$ cat config.mk
export PLATFORM = sky130hd
export DESIGN_NAME = selector_scan_ctrl
export DESIGN_NICKNAME = d
export VERILOG_FILES = /design/src/rtl/selector_pkg.sv /design/src/rtl/sel_rr_next.sv /design/src/rtl/selector_scan_ctrl.sv
export SDC_FILE = /design/constraint.sdc
export NUM_CORES = 1
export LEC_CHECK = 0
export BUFFER_PORTS_ARGS = -buffer_cell sky130_fd_sc_hd__buf_2
export CAP_MARGIN = 20
export CORE_UTILIZATION = 60
export DETAILED_ROUTE_END_ITERATION = 10
export GPL_TIMING_DRIVEN = 0
export PLACE_DENSITY_LB_ADDON = 0.12
export SYNTH_ARGS = -nofsm -noshare
export SYNTH_HDL_FRONTEND = slang
export SYNTH_SLANG_ARGS = --single-unit
$ cat constraint.sdc
create_clock -name clk -period 4.8 [get_ports clk]
set_clock_uncertainty 0.1 [all_clocks]
set_input_delay 0.96 -clock clk [delete_from_list [all_inputs] [get_ports clk]]
set_output_delay 0.96 -clock clk [all_outputs]
set_load 0.05 [all_outputs]
$ cat src/rtl/selector_pkg.sv
// Shared definitions for the 4:1 selector scan controller.
//   CH_W    : width of a channel index
//   N_CH    : number of selector channels
//   state_t : scan FSM state encoding
package selector_pkg;

    localparam int unsigned CH_W = 2;
    localparam int unsigned N_CH = 4;

    typedef enum logic [1:0] {
        ST_IDLE  = 2'd0,
        ST_BLANK = 2'd1,
        ST_DWELL = 2'd2
    } state_t;

endpackage

$ cat src/rtl/sel_rr_next.sv
// Round-robin channel picker (combinational).
// Finds the next set bit of mask strictly above cur, wrapping 3->0; cur itself
// is the last candidate, so a single-bit mask re-selects the current channel.
//   cur  in   CH_W  current channel index
//   mask in   N_CH  enabled channels
//   nxt  out  CH_W  next channel index (holds cur when none is set)
//   none out  1     no bit of mask is set
module sel_rr_next
    import selector_pkg::*;
(
    input  logic [CH_W-1:0] cur,
    input  logic [N_CH-1:0] mask,
    output logic [CH_W-1:0] nxt,
    output logic            none
);

    // Scan offsets 1..N_CH; the 2-bit sum wraps naturally, offset N_CH lands on cur.
    always_comb begin
        nxt  = cur;
        none = 1'b1;
        for (int unsigned i = 1; i <= N_CH; i++) begin
            if (none && mask[cur + CH_W'(i)]) begin
                nxt  = cur + CH_W'(i);
                none = 1'b0;
            end
        end
    end

endmodule

$ cat src/rtl/selector_scan_ctrl.sv
// Sequencer for the 4:1 selector: scans enabled channels round-robin with a
// blanking gap (en=1) after each switch and a programmable dwell (en=0), and
// emits one sampled dout bit per visited channel tagged with its index.
//   clk, rst_n   clock, asynchronous active-low reset
//   start        pulse, begin scanning (IDLE only)
//   stop         pulse, end scan request (sticky until honoured)
//   ch_mask      channels included in the scan
//   dwell        en-low cycles per channel (0 treated as 1)
//   mux_dout     selector output
//   sel_1, sel_0 channel index to selector
//   en           selector enable, active-low
//   busy         scan in progress
//   sample_vld   1-cycle strobe for sample_bit/sample_ch
//   sample_bit   mux_dout captured on the last dwell cycle
//   sample_ch    channel of sample_bit
module selector_scan_ctrl
    import selector_pkg::*;
#(
    parameter int unsigned DWELL_W   = 8,
    parameter int unsigned BLANK_CYC = 1
) (
    input  logic               clk,
    input  logic               rst_n,
    input  logic               start,
    input  logic               stop,
    input  logic [3:0]         ch_mask,
    input  logic [DWELL_W-1:0] dwell,
    input  logic               mux_dout,
    output logic               sel_0,
    output logic               sel_1,
    output logic               en,
    output logic               busy,
    output logic               sample_vld,
    output logic               sample_bit,
    output logic [1:0]         sample_ch
);

    // Counter must hold both the dwell reload and BLANK_CYC-1 (up to 14).
    localparam int unsigned CNT_W = (DWELL_W > 4) ? DWELL_W : 4;

    state_t            state_q, state_d;
    logic [CNT_W-1:0]  cnt_q, cnt_d;
    logic              stop_q, stop_d;
    logic [CH_W-1:0]   ch_q, ch_d;
    logic              en_q, en_d;
    logic              busy_q, busy_d;
    logic              vld_q, vld_d;
    logic              bit_q, bit_d;
    logic [CH_W-1:0]   sch_q, sch_d;

    logic              stop_pend;
    logic              cnt_zero;
    logic [CNT_W-1:0]  dwell_ld;
    logic [CNT_W-1:0]  blank_ld;
    logic [CH_W-1:0]   rr_cur;
    logic [CH_W-1:0]   rr_nxt;
    logic              rr_none;

    assign stop_pend = stop_q | stop;
    assign cnt_zero  = (cnt_q == '0);
    assign dwell_ld  = (dwell == '0) ? '0 : (CNT_W'(dwell) - CNT_W'(1));
    assign blank_ld  = CNT_W'(BLANK_CYC - 1);

    // From IDLE search from index 3 so the lowest set bit is chosen first.
    assign rr_cur = (state_q == ST_IDLE) ? CH_W'(N_CH - 1) : ch_q;

    sel_rr_next u_rr (
        .cur  (rr_cur),
        .mask (ch_mask),
        .nxt  (rr_nxt),
        .none (rr_none)
    );

    // State and registered outputs.
    always_ff @(posedge clk or negedge rst_n) begin
        if (!rst_n) begin
            state_q <= ST_IDLE;
            cnt_q   <= '0;
            stop_q  <= 1'b0;
            ch_q    <= '0;
            en_q    <= 1'b1;
            busy_q  <= 1'b0;
            vld_q   <= 1'b0;
            bit_q   <= 1'b0;
            sch_q   <= '0;
        end else begin
            state_q <= state_d;
            cnt_q   <= cnt_d;
            stop_q  <= stop_d;
            ch_q    <= ch_d;
            en_q    <= en_d;
            busy_q  <= busy_d;
            vld_q   <= vld_d;
            bit_q   <= bit_d;
            sch_q   <= sch_d;
        end
    end

    // Next-state logic; stop is checked only at BLANK or at the end of a dwell.
    always_comb begin
        state_d = state_q;
        unique case (state_q)
            ST_IDLE: begin
                if (start && !stop && !rr_none) state_d = ST_BLANK;
            end
            ST_BLANK: begin
                if (stop_pend)     state_d = ST_IDLE;
                else if (cnt_zero) state_d = ST_DWELL;
            end
            ST_DWELL: begin
                if (cnt_zero) state_d = (stop_pend || rr_none) ? ST_IDLE : ST_BLANK;
            end
            default: state_d = ST_IDLE;
        endcase
    end

    // Next values for counter, stop request and outputs.
    always_comb begin
        cnt_d  = cnt_q;
        stop_d = stop_q | stop;
        ch_d   = ch_q;
        en_d   = en_q;
        vld_d  = 1'b0;
        bit_d  = bit_q;
        sch_d  = sch_q;
        busy_d = (state_d != ST_IDLE);
        unique case (state_q)
            ST_IDLE: begin
                stop_d = 1'b0;
                en_d   = 1'b1;
                if (state_d == ST_BLANK) begin
                    ch_d  = rr_nxt;
                    cnt_d = blank_ld;
                end
            end
            ST_BLANK: begin
                if (state_d == ST_IDLE) begin
                    stop_d = 1'b0;
                end else if (state_d == ST_DWELL) begin
                    en_d  = 1'b0;
                    cnt_d = dwell_ld;
                end else begin
                    cnt_d = cnt_q - CNT_W'(1);
                end
            end
            ST_DWELL: begin
                if (!cnt_zero) begin
                    cnt_d = cnt_q - CNT_W'(1);
                end else begin
                    // Last dwell cycle: capture, then blank before any switch.
                    vld_d = 1'b1;
                    bit_d = mux_dout;
                    sch_d = ch_q;
                    en_d  = 1'b1;
                    if (state_d == ST_BLANK) begin
                        ch_d  = rr_nxt;
                        cnt_d = blank_ld;
                    end else begin
                        stop_d = 1'b0;
                    end
                end
            end
            default: begin
                en_d = 1'b1;
            end
        endcase
    end

    assign sel_0      = ch_q[0];
    assign sel_1      = ch_q[1];
    assign en         = en_q;
    assign busy       = busy_q;
    assign sample_vld = vld_q;
    assign sample_bit = bit_q;
    assign sample_ch  = sch_q;

endmodule

Yosys cells after proc, flatten, opt, wreduce, memory -nomap -nowiden
Index checks and enable logic that the tools add are counted.
- add/sub/neg operators: 5
- reductions and logical operators: 19
- muxes and demuxes: 42
- equal/unequal tests: 7
- order comparisons: 4
- bitwise gates (word level): 1
- operators by type and width (cell ; number):
    8-bit two-way mux ; 5
    8-bit case mux with 3 select lines ; 1
    2-bit two-way mux ; 11
    1-bit two-way mux ; 17
    8-bit logical NOT ; 2
    8-bit by 1-bit subtractor with 8-bit output (second input constant) ; 2
    2-bit by 3-bit < comparator with 1-bit output (second input constant) ; 4
    1-bit binary-select mux with 2-bit select ; 4
    2-bit inequality test (second input constant) ; 3
    2-bit case mux with 3 select lines ; 1
    2-bit AND reduction ; 3
    1-bit logical AND ; 5
    2-bit adder (second input constant) ; 2
    2-bit by 1-bit == test with 1-bit output (second input constant) ; 2
    2-bit == test (second input constant) ; 2
    2-bit logical NOT ; 2
    2-bit case mux with 2 select lines ; 1
    2-bit nonzero test ; 2
    1-bit case mux with 3 select lines ; 1
    3-bit AND reduction ; 1
    3-bit nonzero test ; 1
    2-bit by 1-bit adder with 2-bit output (second input constant) ; 1
    1-bit logical NOT ; 2
    1-bit case mux with 2 select lines ; 1
    2 further kinds ; 2
- output and inout port bits: 8
- register bits after elaboration: 19

Longest topological paths before layout
- word-level depth: 20
- gate-level depth with buffers: 11

Cells and area by module
A second synthesis with hierarchy kept.
- cell total of the unflattened synthesis: 179
- area, all modules: 1559.0 um^2
- modules (own cells, without submodules) (module ; cells each ; instances ; seq. area each (um^2) ; area each (um^2)):
    selector_scan_ctrl ; 168 ; 1 ; 476.7 ; 1491.4
    sel_rr_next ; 11 ; 1 ; 0.0 ; 67.6

Worst setup path after synthesis
Ideal clock, no wire load.
- path type: in2reg
- start point: input ch_mask[3]
- end point: register cnt_q[4]
- setup time: 0.121 ns
- setup slack: 1.969 ns
- stages: 8
- arrival time: 2.610 ns
- cells stage by stage: or4_1 a21oi_1 o221a_1 buf_6 a31oi_2 and2_1 buf_2 a22o_1
- cells in the longest elaborated chain, start to end: 17
- ends and longest elaborated chain (what ; line ; source):
    from (decl) ; selector_scan_ctrl.sv:26 ; input logic [3:0] ch_mask,
    1-bit binary-select mux with 2-bit select ; sel_rr_next.sv:22 ; if (none && mask[cur + CH_W'(i)]) begin
    1-bit two-way mux (implied by the code) ; sel_rr_next.sv:22 ;
    1-bit two-way mux ; sel_rr_next.sv:22 ;
    1-bit logical AND ; sel_rr_next.sv:22 ;
    1-bit two-way mux ; sel_rr_next.sv:22 ;
    1-bit logical AND ; sel_rr_next.sv:22 ;
    1-bit two-way mux ; sel_rr_next.sv:22 ;
    1-bit logical AND ; sel_rr_next.sv:22 ;
    1-bit two-way mux * ; sel_rr_next.sv:22 ;
    1-bit logical OR / 1-bit logical NOT (equally long branches) ; selector_scan_ctrl.sv:111, selector_scan_ctrl.sv:104 ;
    1-bit two-way mux / 1-bit logical AND (equally long branches) ; selector_scan_ctrl.sv:111, selector_scan_ctrl.sv:104 ;
    2-bit two-way mux, on equally long branches ; selector_scan_ctrl.sv:111, selector_scan_ctrl.sv:104 ;
    2-bit case mux with 3 select lines * ; selector_scan_ctrl.sv:102 ; unique case (state_q)
    2-bit by 1-bit == test with 1-bit output / 2-bit == test (equally long branches) ; selector_scan_ctrl.sv:131, selector_scan_ctrl.sv:155, selector_scan_ctrl.sv:139 ;
    8-bit two-way mux, on equally long branches (2 in a row) ; - ;
    8-bit case mux with 3 select lines ; selector_scan_ctrl.sv:127 ; unique case (state_q)
    to (signal assigned) ; selector_scan_ctrl.sv:88 ; cnt_q <= cnt_d;
    to (decl) ; selector_scan_ctrl.sv:42 ; logic [CNT_W-1:0] cnt_q, cnt_d;
Mark *: on every way between the ends. The rest lies on a longest branch, timed or not. The select of a mux whose other input is x is not followed.
A chain may end at the register's enable or synchronous reset.

Final worst setup path
- start point: register state_q[1]
- end point: register cnt_q[0]
- cells in the longest elaborated chain, start to end: 20
- ends and longest elaborated chain (what ; line ; source):
    from (decl) ; selector_scan_ctrl.sv:41 ; state_t state_q, state_d;
    from (signal assigned) ; selector_scan_ctrl.sv:87 ; state_q <= state_d;
    2-bit logical NOT ; selector_scan_ctrl.sv:65, selector_scan_ctrl.sv:102, selector_scan_ctrl.sv:127 ;
    2-bit two-way mux ; selector_scan_ctrl.sv:65 ; assign rr_cur = (state_q == ST_IDLE) ? CH_W'(N_CH - 1) : ch_q;
    2-bit by 1-bit adder with 2-bit output ; sel_rr_next.sv:22 ;
    1-bit binary-select mux with 2-bit select ; sel_rr_next.sv:22 ;
    1-bit two-way mux (implied by the code) ; sel_rr_next.sv:22 ;
    1-bit two-way mux ; sel_rr_next.sv:22 ;
    1-bit logical AND ; sel_rr_next.sv:22 ;
    1-bit two-way mux ; sel_rr_next.sv:22 ;
    (+3 left out) ; - ;
    1-bit two-way mux ; sel_rr_next.sv:22 ;
    1-bit logical OR / 1-bit logical NOT (equally long branches) ; selector_scan_ctrl.sv:111, selector_scan_ctrl.sv:104 ;
    1-bit two-way mux / 1-bit logical AND (equally long branches) ; selector_scan_ctrl.sv:111, selector_scan_ctrl.sv:104 ;
    2-bit two-way mux, on equally long branches ; selector_scan_ctrl.sv:111, selector_scan_ctrl.sv:104 ;
    2-bit case mux with 3 select lines ; selector_scan_ctrl.sv:102 ;
    2-bit by 1-bit == test with 1-bit output / 2-bit == test (equally long branches) ; selector_scan_ctrl.sv:131, selector_scan_ctrl.sv:155, selector_scan_ctrl.sv:139 ;
    8-bit two-way mux, on equally long branches (2 in a row) ; - ;
    8-bit case mux with 3 select lines ; selector_scan_ctrl.sv:127 ;
Parallel ways exist; a longest one is shown, timed or not. The select of a mux whose other input is x is not followed.

==> flow_metrics.py <==
metrics = {
    "run_status": {
        "outcome": "complete, no violations",
    },
    "sta": {
        "period_needed_ns": 2.91,
        "max_slew_margin": 0.706,
        "max_freq_mhz": 344,
        "timing.final.ws_setup_ns": 1.89,
        "rsz0062_at_grt": "false",
        "worst_pin_slew_ns": 0.438,
        "slew_violations": 0,
        "setup_viol": 0,
        "tns_ns": 0,
        "period_share": 0.605,
        "hold_violations": 0,
    },
    "clock_tree": {
        "cts_resized": 0,
        "clock_sinks": 19,
        "numCtsBuffers": 3,
        "cts_max_level": 1,
        "tritoncts": "built",
        "cts-root-buf": "clkbuf_4",
        "cts_setup_buffers": 0,
        "hold_buffers": 0,
        "clock_path_buffers": 2,
        "clkTransAtPathRegs_ns": 0.11,
        "clk_latency_ns": 0.31,
    },
    "floorplanning": {
        "dieWidth_um": 51.7,
        "row_count": 17,
        "ioPinCount": 25,
        "core_um2": 2280,
        "dieArea_um2": 2670,
        "die_h_um": 51.7,
        "start_util": 0.650,
    },
    "routing": {
        "vias": 1367,
        "first_pass_iters": 4,
        "drc": 0,
        "vias_per_cell": 6.16,
        "drtIter0Drc": 51,
        "wirelength_um": 3300,
        "detail_route.wl_per_cell_um": 14.9,
        "detail-route-antenna-nets": 0,
    },
    "setup_path": {
        "crit_required_ns": 4.90,
        "startpoint_type": "flop",
        "end_kind": "flop",
        "crit_path_max_fanout": 10,
        "worstPathArrival_ns": 3.01,
        "path_class": "flop to flop",
    },
    "final_layout": {
        "num_antenna_cells": 0,
        "design_area_um2": 1660,
        "area_growth_pct": 12.3,
        "drive_above_1_share": 0.211,
        "final_nets": 219,
        "finalNonFillerCells": 222,
    },
    "global_routing": {
        "grt-ovfl-total": 0,
        "grt_usage": 0.288,
        "grt_pass1_vias": 1263,
        "grt_first_pass_wirelength_um": 5660,
        "antenna_found_initial": 0,
        "grt_max_degree": 20,
    },
    "pwr": {
        "peakVddDrop_uv": 436,
        "p_sw_frac": 0.506,
        "seq_power_share": 0.247,
        "p_comb_frac": 0.673,
        "p_total_mw": 1.03,
        "net-switching-power_mw": 0.523,
        "intPower_mw": 0.510,
        "power_frac_clock": 0.080,
        "p_leak_nw": 0.752,
        "power_density_nw_per_um2": 621,
    },
    "synthesis": {
        "postSynthAreaPerCell_um2": 8.92,
        "yosys_warnings": 0,
        "ys_seq_area_frac": 0.322,
        "yosys.cell_types.count": 48,
        "synth_nets": 190,
        "syn_inst": 166,
        "syn_area_um2": 1480,
        "synth_seq_cells": 19,
        "synth_edf_count": 0,
        "async_flop_share": 1.00,
        "synthFlopType": "dfrtp_1",
    },
    "run": {
        "drv_cap": 0,
    },
    "placed_design": {
        "dp_slack_ns": 1.68,
        "io_buffers": 24,
        "place_congestion": 0.856,
        "placed_area_um2": 1640,
        "dp_cells": 218,
        "post-dp-hpwl_um": 2520,
    },
    "worst_hold_path": {
        "hold_path_class": "flop to flop",
    },
}
[kinds of logic after synthesis]
group,Yosys count,synth area share
AOI/OAI and AO/OA,45,0.226
xor gates and xnor gates,11,0.0651
adders and majority gates,7,0.0592
buffers and inverters,18,0.0566
DFF,19,0.322
muxes,5,0.0380
and+or+nand+nor,61,0.233
[registers in the layout, summed over array words and instances (netlist names)]
signal      cells
busy            1
ch_q            2
cnt_q           8
en              1
sample_bit      1
sample_ch       2
sample_vld      1
state_q         2
stop_q          1
[through the flow]
step,hold slack [ns],util
4_1_cts,0.379,0.731
2_1_floorplan,0.381,-
5_1_grt,0.392,0.731
3_3_place_gp,0.363,0.719
3_5_place_dp,0.362,0.719
6_report,0.374,0.731
[worst max-delay path: stages, from the launching register on]
cell     delay [ns]
dfrtp_1        0.43
inv_1          0.13
ha_1           0.36
or3b_1         0.44
a21o_1         0.20
o221a_1        0.25
buf_6          0.15
nor3_4         0.28
o21ai_1        0.20
a22o_1         0.27
[cell usage after synthesis, types with 5 or more instances]
library cell | instances | share of area
dfrtp_1 | 18 | 0.30
nor2_1 | 13 | 0.033
inv_1 | 11 | 0.028
nand2_1 | 10 | 0.025
a22o_1 | 8 | 0.047
nor3_1 | 8 | 0.027
xnor2_1 | 8 | 0.047
ha_1 | 7 | 0.059
o32ai_1 | 6 | 0.036
a21oi_1 | 5 | 0.017
o21ai_0 | 5 | 0.017
[final timing paths]
path | from | to | slack, ns | depth (start not counted)
worst max-delay path | state_q[1] | cnt_q[0] | 1.89 | 9
worst min-delay path | en | en | 0.37 | 2
worst max register to register | state_q[1] | cnt_q[0] | 1.89 | 9
worst min register to register | en | en | 0.37 | 2
max in group asynchronous | rst_n | en | 3.82 | 1
min in group asynchronous | rst_n | cnt_q[2] | 0.46 | 1
[power by group through the flow]
stage,Sequential [mW],Combinational (mW),Clock (mW)
after floorplan,0.348,0.452,0
after global placement,0.253,0.667,0
final,0.255,0.695,0.0829
after detailed placement,0.257,0.685,0
after global routing,0.261,0.761,0.0904
after CTS,0.254,0.690,0.0844
[final cells by class]
class	instances	area, um2
plain buffers	7	42.5
clock buffers	3	22.5
clock inverters	1	5.00
fillers	182	613
inverters	11	41.3
multi-input cells	129	920
flip-flops and latches	19	477
well taps	28	35.0
repair buffers	24	120
[layout by cell type (no fill, tap or decap), drive strengths merged, types with 2 or more instances in the layout]
master,netlist,routed
o22ai,2,2
nand2b,3,3
xnor2,8,8
or4,2,2
nand4,3,3
o21ai,9,9
nor3,9,9
o31ai,2,2
a22o,8,8
clkbuf,3,6
a21oi,6,6
and2,4,4
or3,4,4
buf,4,28
nor2,14,14
a21o,2,2
nand2,10,10
nand3,2,2
xor2,3,3
o32ai,6,6
ha,7,7
a31oi,2,2
dfrtp,18,18
mux2,5,5
inv,11,11
a211oi,2,2
nand3b,2,2
nor2b,3,3
[metal layers]
metal	vias to the layer above	global-route usage	part of all wire
li1	668	-	-
met1	653	0.355	0.43
met2	41	0.496	0.51
met3	5	0.0322	0.044
met4	0	0.144	0.016
met5	-	0	0
Power figures use the tool's default switching activity.
